$ cat src/rtl/snake_pkg.sv
// Shared encodings for the snake game control path: turn FSM states and
// winner codes, plus the score comparison used to declare a winner.
package snake_pkg;

  typedef enum logic [2:0] {
    ST_IDLE    = 3'd0,
    ST_ARM1    = 3'd1,
    ST_P1_PLAY = 3'd2,
    ST_P1_DONE = 3'd3,
    ST_ARM2    = 3'd4,
    ST_P2_PLAY = 3'd5,
    ST_P2_DONE = 3'd6,
    ST_RESULT  = 3'd7
  } state_e;

  localparam logic [1:0] WIN_NONE = 2'd0;
  localparam logic [1:0] WIN_P1   = 2'd1;
  localparam logic [1:0] WIN_P2   = 2'd2;
  localparam logic [1:0] WIN_TIE  = 2'd3;

  function automatic logic [1:0] pick_winner(input logic [7:0] a, input logic [7:0] b);
    if (a > b)      return WIN_P1;
    else if (b > a) return WIN_P2;
    else            return WIN_TIE;
  endfunction

endpackage

$ cat src/rtl/round_timer.sv
// Per-round tick budget: reloads while armed, counts ticks down while a round
// is live, and flags the tick that exhausts the budget.
module round_timer #(
  parameter int unsigned ROUND_TICKS = 600
) (
  input  logic        clk,
  input  logic        rst,
  input  logic        load,
  input  logic        run,
  input  logic        tick,
  output logic [15:0] time_left,
  output logic        expire
);

  localparam logic [15:0] LOAD_VAL = 16'(ROUND_TICKS);

  logic [15:0] time_left_q, time_left_d;

  // The expiring tick does not decrement, so the display freezes on 1.
  assign expire    = run & tick & (time_left_q == 16'd1);
  assign time_left = time_left_q;

  always_comb begin
    time_left_d = time_left_q;
    if (load)
      time_left_d = LOAD_VAL;
    else if (run && tick && !expire)
      time_left_d = time_left_q - 16'd1;
  end

  always_ff @(posedge clk or negedge rst) begin
    if (!rst) time_left_q <= LOAD_VAL;
    else      time_left_q <= time_left_d;
  end

endmodule

$ cat src/rtl/turn_controller.sv
// Two-player round sequencer: arms each round, runs it until collision or
// timeout, pauses for display, latches scores and declares the winner.
module turn_controller
  import snake_pkg::*;
#(
  parameter int unsigned ROUND_TICKS = 600,
  parameter int unsigned HOLD_CYCLES = 50_000_000
) (
  input  logic        clk,
  input  logic        rst,
  input  logic        start,
  input  logic        tick,
  input  logic        collision,
  input  logic [7:0]  score,
  output logic        score_reset,
  output logic        game_run,
  output logic        active_player,
  output logic [15:0] time_left,
  output logic [7:0]  p1_score,
  output logic [7:0]  p2_score,
  output logic [7:0]  high_score,
  output logic [1:0]  winner,
  output logic [2:0]  state
);

  localparam logic [31:0] HOLD_LAST = 32'(HOLD_CYCLES - 1);

  state_e      state_q, state_d;
  logic [31:0] hold_q, hold_d;
  logic [7:0]  p1_q, p1_d, p2_q, p2_d, hi_q, hi_d;
  logic [1:0]  win_q, win_d;
  logic        in_play, in_arm, expire, hold_last;
  logic [7:0]  hi_next;

  assign in_play   = (state_q == ST_P1_PLAY) || (state_q == ST_P2_PLAY);
  assign in_arm    = (state_q == ST_ARM1) || (state_q == ST_ARM2);
  assign hold_last = (hold_q == HOLD_LAST);
  assign hi_next   = (score > hi_q) ? score : hi_q;

  round_timer #(.ROUND_TICKS(ROUND_TICKS)) u_timer (
    .clk       (clk),
    .rst       (rst),
    .load      (in_arm),
    .run       (in_play),
    .tick      (tick),
    .time_left (time_left),
    .expire    (expire)
  );

  always_comb begin
    state_d = state_q;
    hold_d  = '0;
    p1_d    = p1_q;
    p2_d    = p2_q;
    hi_d    = hi_q;
    win_d   = win_q;
    case (state_q)
      ST_IDLE, ST_RESULT: if (start) begin
        state_d = ST_ARM1;
        p1_d    = '0;
        p2_d    = '0;
        win_d   = WIN_NONE;
      end
      ST_ARM1:    state_d = ST_P1_PLAY;
      ST_P1_PLAY: if (collision || expire) state_d = ST_P1_DONE;
      ST_P1_DONE: begin
        hold_d = hold_q + 32'd1;
        if (hold_last) begin
          hold_d  = '0;
          p1_d    = score;
          hi_d    = hi_next;
          state_d = ST_ARM2;
        end
      end
      ST_ARM2:    state_d = ST_P2_PLAY;
      ST_P2_PLAY: if (collision || expire) state_d = ST_P2_DONE;
      ST_P2_DONE: begin
        hold_d = hold_q + 32'd1;
        if (hold_last) begin
          // Winner is judged against the score being latched on this same edge.
          hold_d  = '0;
          p2_d    = score;
          hi_d    = hi_next;
          win_d   = pick_winner(p1_q, score);
          state_d = ST_RESULT;
        end
      end
      default:    state_d = ST_IDLE;
    endcase
  end

  always_ff @(posedge clk or negedge rst) begin
    if (!rst) begin
      state_q <= ST_IDLE;
      hold_q  <= '0;
      p1_q    <= '0;
      p2_q    <= '0;
      hi_q    <= '0;
      win_q   <= WIN_NONE;
    end else begin
      state_q <= state_d;
      hold_q  <= hold_d;
      p1_q    <= p1_d;
      p2_q    <= p2_d;
      hi_q    <= hi_d;
      win_q   <= win_d;
    end
  end

  assign score_reset   = in_arm;
  assign game_run      = in_play;
  assign active_player = (state_q == ST_ARM2) || (state_q == ST_P2_PLAY) ||
                         (state_q == ST_P2_DONE) || (state_q == ST_RESULT);
  assign p1_score      = p1_q;
  assign p2_score      = p2_q;
  assign high_score    = hi_q;
  assign winner        = win_q;
  assign state         = state_q;

endmodule

$ cat config.mk
export PLATFORM = sky130hd
export DESIGN_NAME = turn_controller
export DESIGN_NICKNAME = d
export VERILOG_FILES = /design/src/rtl/snake_pkg.sv /design/src/rtl/round_timer.sv /design/src/rtl/turn_controller.sv
export SDC_FILE = /design/constraint.sdc
export NUM_CORES = 1
export LEC_CHECK = 0
export BUFFER_PORTS_ARGS = -buffer_cell sky130_fd_sc_hd__buf_2
export CAP_MARGIN = 20
export CORE_MARGIN = 4
export CORE_UTILIZATION = 35
export CTS_CLUSTER_DIAMETER = 120
export DETAILED_ROUTE_END_ITERATION = 8
export PLACE_DENSITY_LB_ADDON = 0.3
export SETUP_SLACK_MARGIN = 0.15
export SLEW_MARGIN = 5
export SYNTH_ARGS = -nofsm -noshare
export SYNTH_HDL_FRONTEND = slang
export SYNTH_SLANG_ARGS = --single-unit
$ cat constraint.sdc
create_clock -name clk -period 1.9 [get_ports clk]
set_input_delay 0.38 -clock clk [delete_from_list [all_inputs] [get_ports clk]]
set_output_delay 0.38 -clock clk [all_outputs]
set_load 0.005 [all_outputs]
Word-level counts from Yosys, hierarchy flattened
Index checks and enable logic that the tools add are counted.
- add/subtract/negate cells: 2
- magnitude comparators: 3
- equal/unequal tests: 14
- mux-type cells: 19
- bitwise operators: 2
- reduce and logical (&&, ||, !) cells: 19
- operator list (kind ; count):
    $mux W32 ; 2
    $add A32 B1 Y32 const B ; 1
    $eq A32 B26 Y1 const B ; 1
    $mux W16 ; 2
    $pmux W8 S2 ; 2
    $gt A8 B8 Y1 ; 3
    $pmux W3 S7 ; 1
    $eq A16 B1 Y1 const B ; 1
    $mux W8 ; 2
    $sub A16 B1 Y16 const B ; 1
    $mux W3 ; 5
    $eq A3 B3 Y1 const B ; 4
    $reduce_and A3 Y1 ; 3
    $eq A3 B2 Y1 const B ; 2
    $logic_or A1 B1 Y1 ; 6
    $mux W2 ; 3
    $ne A2 B2 Y1 const B ; 3
    $reduce_bool A2 Y1 ; 3
    $reduce_and A5 Y1 ; 1
    $ne A2 B1 Y1 const B ; 2
    $pmux W2 S2 ; 1
    $reduce_or A2 Y1 ; 2
    $eq A3 B1 Y1 const B ; 1
    $logic_not A3 Y1 ; 1
    4 further kinds ; 6
- register bits: 77
- bits of input ports: 13
- output and inout bits: 48
- logic and storage cells: 66

Logic depth before layout (Yosys ltp)
Gate-level depths: netlist of the first run.
- depth in word-level cells: 8
- gate-level depth with buffers: 7
- gate-level depth less buffers: 7

Cells and area by module
From an unflattened synthesis of the first run, not the netlist that was laid out.
- cell total of the unflattened synthesis: 452
- area total of the unflattened synthesis: 4299.1 sq um
- modules (own cells, without submodules) (module ; instances ; cells each ; area each (sq um) ; sequential area each (sq um)):
    turn_controller ; 1 ; 352 ; 3363.2 ; 1526.5
    round_timer ; 1 ; 100 ; 935.9 ; 405.4

Least setup slack after synthesis of the first run
OpenSTA, ideal clock, no wires.
- kind: reg2reg
- from: register hi_q[1], in the netlist high_score[1]
- to: register hi_q[0], in the netlist high_score[0]
- data arrival time: 1.942 ns
- required time: 1.775 ns
- slack: -0.166 ns
- stages on the path, launching flop included: 8
- cell sequence: dfrtp_1 -> inv_1 -> ha_1 -> nor2b_1 -> o211ai_1 -> a21oi_1 -> o311ai_2 -> mux2_2
- cells in the longest elaborated chain, start to end: 2
- ends and longest elaborated chain (what ; line ; RTL):
    start: declaration ; turn_controller.sv:30 ; logic [7:0] p1_q, p1_d, p2_q, p2_d, hi_q, hi_d;
    start signal: assignment ; turn_controller.sv:105 ; hi_q <= hi_d;
    $gt A8 B8 Y1 ; turn_controller.sv:38 ; assign hi_next = (score > hi_q) ? score : hi_q;
    $reduce_and A3 Y1 (no line) ; n/a ;
Every way passes these cells.
A chain may end at the register's enable or synchronous reset.

Worst setup path after layout of the first run
- from: register u_timer.time_left_q[4], in the netlist u_timer.time_left[4]
- to: register u_timer.time_left_q[9], in the netlist u_timer.time_left[9]
- cells in the longest elaborated chain, start to end: 5
- ends and longest elaborated chain (what ; line ; RTL):
    start: declaration ; round_timer.sv:17 ; logic [15:0] time_left_q, time_left_d;
    start signal: assignment ; round_timer.sv:33 ; else time_left_q <= time_left_d;
    branches (longest 5 deep; another with $sub A16 B1 Y16) ; n/a ;
Parallel ways; which one is timed is not known. The select of a mux whose other input is x is not followed.

==> results.yml, run 1 <==
clocking:
  root_buffer: "clkbuf_16"
  numClockSinks: 77
  cts_tree: "done"
  cts_buffers: 9
  clk_latency_ps: 340
  cts.htree.levels: 3
  cts.reportedPaths.clkPinSlew_ps: 60
  ctsLongestPathBuffers: 2
route:
  wl_per_cell_um: 16.8
  viasPerCell: 5.26
  drc: 0
  drt_pass1_iterations: 4
  ant_nets: 0
  num_vias: 3963
  drtIter0Drc: 207
  drt-total-wl_um: 12700
placed_design:
  dpl_worst_slack_ps: -317
  hpwl_um: 7840
  numPortBuffers: 60
  placed_cell_area_um2: 5230
  place.gp.congestion: 0.874
cells_and_area:
  drive_gt1_share_pct: 49.9
  fillers: 938
  final_cell_mix: "buf_4, dfrtp_1, buf_2"
  final_common_cell: "buf_4"
  antennaDiodeCount: 0
  areaGrowthSynthToFinish_pct: 58.8
  post-route-cell-area_um2: 6720
  nets: 638
power:
  power_leakage_nw: 3.05
  power_density_nw_per_um2: 873
  ir_worst_vdd_mv: 0.451
sta:
  min_period_ps: 2100
  layout_setup_ws_ps: -201
  finalCritPeriodShare_pct: 111
  slew_violations: 0
  hold_viol_final: 0
  worstMarginPinSlew_ps: 516
  fin_skew_ps: 9.28
  slew_headroom_pct: 65.2
  max_freq_mhz: 476
  rsz0062_at_grt: "true"
  setup_violations: 69
critical_path:
  slowest_stage: "or4_4"
  crit_top_cell: "or4_4"
  max_stage_delay_ps: 590
  worst_setup_path_end_kind: "register"
  cp_max_fo: 3
  required_ps: 2180
  crit_type: "reg -> reg"
  cp-start-kind: "register"
  worst-path-buf-inv: 0
  crit_family: "simple AND/OR/NAND/NOR gates"
  r2r_setup_slack_ps: -200
  worstPathCellList: "or4_4 > or4_4 > or4_4 > nand3_2"
  crit_arrival_ps: 2380
status:
  violations: "setup timing"
  outcome: "finished with violations"
floorplan:
  ioPinCount: 61
  core.rowCount: 39
  die_area_um2: 13900
  dieWidth_um: 118
  fp.dieH_um: 118
  initial_core_util_pct: 36.4
  coreArea_um2: 11600
synth:
  syn_area_per_cell_um2: 9.66
  synthArstFlopShare_pct: 100
  synth_edf_count: 0
  syn_area_um2: 4230
  synth_cells: 438
  ys_dominant_reg_cell: "dfrtp_1"
  netlist-cell-type-count: 58
  synth.yosys.seq_area_share_pct: 45.7
  ys_ff_latch: 77
  synth_nets: 470
  yosys_warnings: 0
global_routing:
  grt_max_degree: 30
  grt_pass1_vias: 3929
  overflow: 0
  track_usage_pct: 17.4
  antenna_found_initial: 0
  grt_pass1_wl_um: 19700
min_path:
  hold_path_class: "in -> reg"
run:
  maxCapViolations: 0
power breakdown:
group | internal, mW | switching (mW) | leakage (nW) | total (mW)
logic | 1.04 | 1.21 | 1.84 | 2.25
clock network | 1.14 | 0.692 | 0.151 | 1.83
registers | 1.73 | 0.0544 | 1.05 | 1.78
total | 3.91 | 1.95 | 3.05 | 5.86
metrics by stage:
stage          util, %  power [mW]  hold slack, ps  setup TNS (ps)  cells
6_report          57.8        5.86             392           -5330    754
5_1_grt           57.8        6.12             406          -11270    754
4_1_cts           53.3        5.32             386           -1140    735
3_5_place_dp      45.0        2.95             341           -4360    693
3_3_place_gp      45.0        2.93             331           -2760    693
2_1_floorplan        -        2.46            84.4            -536    438
worst register-to-register path, cell delays in order, from the launching register on:
cell and delay, ps:
dfstp_2 370, or4_4 570, or4_4 590, or4_4 430, nand3_2 80
area by class of cell:
class / count / area [µm²] / area share [%]
Clock buffer: 9 / 225 / 3.35
Clock inverter: 7 / 90.1 / 1.34
Inverter: 21 / 81.3 / 1.21
Multi-Input combinational cell: 325 / 2850 / 42.5
Sequential cell: 77 / 1930 / 28.8
Tap cell: 143 / 179 / 2.66
Timing Repair Buffer: 172 / 1360 / 20.2
sequential cells by signal (all words and copies together), names as in the netlist:
name / flops
high_score: 8
hold_q: 32
p1_score: 8
p2_score: 8
state: 3
u_timer.time_left: 16
winner: 2
Yosys cell counts (2+ instances only):
cell type  instances  area share, %
ha_1              19            5.6
and4_1             3           0.62
nor2b_1            2           0.30
xor2_1            25            5.2
and2_1             2           0.30
xnor2_1           12            2.5
inv_1             20            1.8
nand3_1           19            2.2
or4_4              2           0.53
dfrtp_1           73             43
nand2b_1           3           0.44
mux2_2             8            2.1
o21ai_0           24            2.8
a21o_1             2           0.35
nand2_1           51            4.5
a211oi_1           2           0.35
a21oi_1           11            1.3
and4b_1            2           0.47
or2_2              3           0.44
o21bai_1           2           0.35
nor2_1            53            4.7
or3_1              2           0.30
nor3_1             6           0.71
nand3b_1           3           0.53
clkbuf_1          11           0.98
mux2i_1            4           0.95
buf_2              3           0.35
nor4_1             6           0.89
a2111oi_2          2           0.71
nor4_2             3           0.89
o211ai_1           3           0.53
nor4b_1            6            1.2
and3_1             6           0.89
nor4_4             2            1.0
dfstp_2            4            2.5
nand4_1           17            2.5
final timing paths:
kind / start / cells past startpoint / end
hold reg to reg: winner[1]$_DFFE_PN0P_ / 2 / winner[1]$_DFFE_PN0P_
max in group asynchronous: rst / 3 / hold_q[16]$_DFF_PN0_
min in group asynchronous: rst / 2 / hold_q[2]$_DFF_PN0_
setup reg to reg: u_timer.time_left[4]$_DFFE_PN1P_ / 4 / u_timer.time_left[9]$_DFFE_PN1P_
setup / recovery: u_timer.time_left[4]$_DFFE_PN1P_ / 4 / u_timer.time_left[9]$_DFFE_PN1P_
hold / removal: score[0] / 4 / p1_score[0]$_DFFE_PN0P_
logic make-up after synthesis:
| family | after synthesis | share of synthesized area, % |
|---|---|---|
| AOI/OAI and AO/OA | 58 | 9.14 |
| muxes | 12 | 3.08 |
| DFF | 77 | 45.7 |
| buffers and inverters | 36 | 3.37 |
| and+or+nand+nor | 199 | 25.4 |
| xor gates and xnor gates | 37 | 7.66 |
| adders and majority gates | 19 | 5.62 |
layer usage:
layer	global-route usage [%]	up-vias	share of wire, %
met5	0	-	0
met4	7.77	0	2.9
met3	4.13	31	3.7
met2	28.8	82	51
met1	21.6	1964	43
li1	-	1886	-
what timing repair did:
| item | in CTS | in global routing |
|---|---|---|
| pin swaps | 35 | 53 |
| setup buffers | 22 | 16 |
| gates resized for setup | 91 | 83 |
| gates cloned | 3 | 3 |
| hold endpoints to repair | 26 | 0 |
| hold buffers | 1 | 0 |
| setup endpoints to repair | 75 | 77 |
(Power assumes the default switching activity.)
==> run 2: changes to the inputs <==
Settings changed: ABC_AREA from default to 1, CAP_MARGIN 20 to 10, SKIP_CTS_REPAIR_TIMING from default to 1.
==> run 2 against run 1 <==
  * The flow now finishes without violations
  * Area after synthesis is 13% higher
  * Sequential power up 15%
  * Register-to-register slack improved by 450 ps
  * Count of clock-buffer cells in the layout increased by 1
  * Worst hold slack got worse by 83 ps
  * Highest routed layer unchanged
==> results.yml, run 2 <==
floorplan:
  coreArea_um2: 13300
  initial_core_util_pct: 35.9
  dieWidth_um: 125
  ioPinCount: 61
  core.rowCount: 42
  die_area_um2: 15600
  fp.dieH_um: 125
global_routing:
  overflow: 0
  grt_max_degree: 32
  track_usage_pct: 16.4
  antenna_found_initial: 0
  grt_pass1_vias: 4443
  grt_pass1_wl_um: 21100
route:
  viasPerCell: 4.91
  drtIter0Drc: 187
  num_vias: 4494
  ant_nets: 0
  drt_pass1_iterations: 6
  wl_per_cell_um: 13.6
  drc: 0
  drt-total-wl_um: 12400
synth:
  synth_area_leaders: "dfrtp_1, nand2_1, nor2_1"
  yosys_warnings: 0
  synth_cells: 645
  synth_edf_count: 0
  synth.largest_area_cell: "dfrtp_1"
  synthArstFlopShare_pct: 100
  syn_area_um2: 4770
  netlist-cell-type-count: 36
  synth_most_common_cell: "nand2_1"
  synth_nets: 677
  syn_area_per_cell_um2: 7.40
  ys_dominant_reg_cell: "dfrtp_1"
  ys_ff_latch: 77
  synth.yosys.seq_area_share_pct: 40.5
  synth_top_cell_area_share_pct: 38.3
  ys_top_cells_by_count: "nand2_1, nor2_1, dfrtp_1"
cells_and_area:
  areaGrowthSynthToFinish_pct: 22.9
  nets: 766
  final_cell_mix: "nand2_1, nor2_1, dfrtp_1"
  antennaDiodeCount: 0
  post-route-cell-area_um2: 5870
  drive_gt1_share_pct: 22.9
  regMostFlops: "hold_q"
  largest_reg_flops: 32
  final_common_cell: "nand2_1"
  final_core_util_pct: 44.1
placed_design:
  placed_cell_area_um2: 5400
  dpl_worst_slack_ps: 159
  place.gp.congestion: 0.912
  hpwl_um: 9430
  numPortBuffers: 60
critical_path:
  crit_family: "flip-flops"
  worst-path-buf-inv: 2
  crit_type: "reg -> out"
  cp_max_fo: 7
  slowest_stage: "dfrtp_2"
  worstPathCellList: "inv_1 > a21oi_1 > nor2_4 > buf_2"
  required_ps: 1520
  crit_arrival_ps: 1290
  cp-start-kind: "register"
  r2r_setup_slack_ps: 250
  max_stage_delay_ps: 440
  worst_setup_path_end_kind: "output pin"
power:
  fin_total_pwr_mw: 6.26
  p_clk_share_pct: 29.8
  power_leakage_nw: 2.77
  p_int_mw: 3.84
  switching_share_pct: 38.7
  switching_power_mw: 2.42
  combPwrFrac_pct: 37.4
  power_density_nw_per_um2: 1070
  ir_worst_vdd_mv: 0.792
  power_frac_seq_pct: 32.8
sta:
  fin_skew_ps: 9.16
  slew_headroom_pct: 69.6
  min_period_ps: 1670
  hold_viol_final: 0
  worstMarginPinSlew_ps: 454
  rsz0062_at_grt: "true"
  layout_setup_ws_ps: 231
  max_freq_mhz: 599
  slew_violations: 0
  finalCritPeriodShare_pct: 87.8
  setup_tns_ps: 0
  setup_violations: 0
clocking:
  clk_latency_ps: 350
  cts.htree.levels: 3
  root_buffer: "clkbuf_16"
  cts_buffers: 9
  ctsLongestPathBuffers: 2
  numClockSinks: 77
  cts_tree: "done"
  cts.reportedPaths.clkPinSlew_ps: 60
status:
  outcome: "finished, final reports clean"
min_path:
  hold_path_class: "in -> reg"
run:
  maxCapViolations: 0
==> run 2: per-stage QoR <==
stage | hold slack [ps] | instances
3_3_place_gp | 338 | 891
3_5_place_dp | 345 | 891
2_1_floorplan | 84.4 | 645
4_1_cts | -26.9 | 907
6_report | 309 | 915
5_1_grt | 340 | 915
==> run 2: area by class of cell <==
type                            count  area [µm²]
Multi-Input combinational cell    492        2610
Sequential cell                    77        1940
Clock inverter                      6        86.3
Timing Repair Buffer               85         517
Inverter                           69         259
Clock buffer                       10         239
Fill cell                        1323        7430
Tap cell                          176         220
==> run 2: path summary, 6_finish.rpt <==
kind	startpoint	end	cells past startpoint
hold / removal	score[0]	p2_score[0]$_DFFE_PN0P_	3
min in group asynchronous	rst	hold_q[20]$_DFF_PN0_	2
setup reg to reg	u_timer.time_left[2]$_DFFE_PN0P_	u_timer.time_left[2]$_DFFE_PN0P_	8
hold reg to reg	p2_score[4]$_DFFE_PN0P_	p2_score[4]$_DFFE_PN0P_	2
max in group asynchronous	rst	u_timer.time_left[9]$_DFFE_PN1P_	3
setup / recovery	state[1]$_DFFE_PN0P_	score_reset	4
==> run 2: tightest hold or removal path, cell delays in order <==
cell     delay (ps)
buf_2           130
nand2_1          60
nand2_1          50
==> run 2: metal layers <==
metal | part of all wire, % | GRT usage [%] | up-vias
met1 | 47 | 21.9 | 2107
met5 | 0 | 0 | -
met3 | 4.4 | 4.03 | 22
met4 | 2.2 | 6.06 | 0
li1 | - | - | 2258
met2 | 46 | 25.9 | 107
==> run 2: power groups by stage <==
stage | combinational, mW | sequential [mW] | clock, mW
floorplan | 1.52 | 2.02 | 0
global placement | 2.10 | 2.05 | 0
detailed placement | 2.13 | 2.07 | 0
CTS | 2.14 | 2.04 | 1.92
global route | 2.62 | 2.08 | 1.99
finish | 2.34 | 2.05 | 1.87
==> run 2: logic make-up after synthesis <==
family / share of synthesized area (%)
AND/OR/NAND/NOR: 37.7
buffers and inverters: 6.47
flip-flops: 40.5
XOR/XNOR: 3.85
adder cells (fa/ha/maj): 4.98
AO/OA/AOI/OAI: 6.53
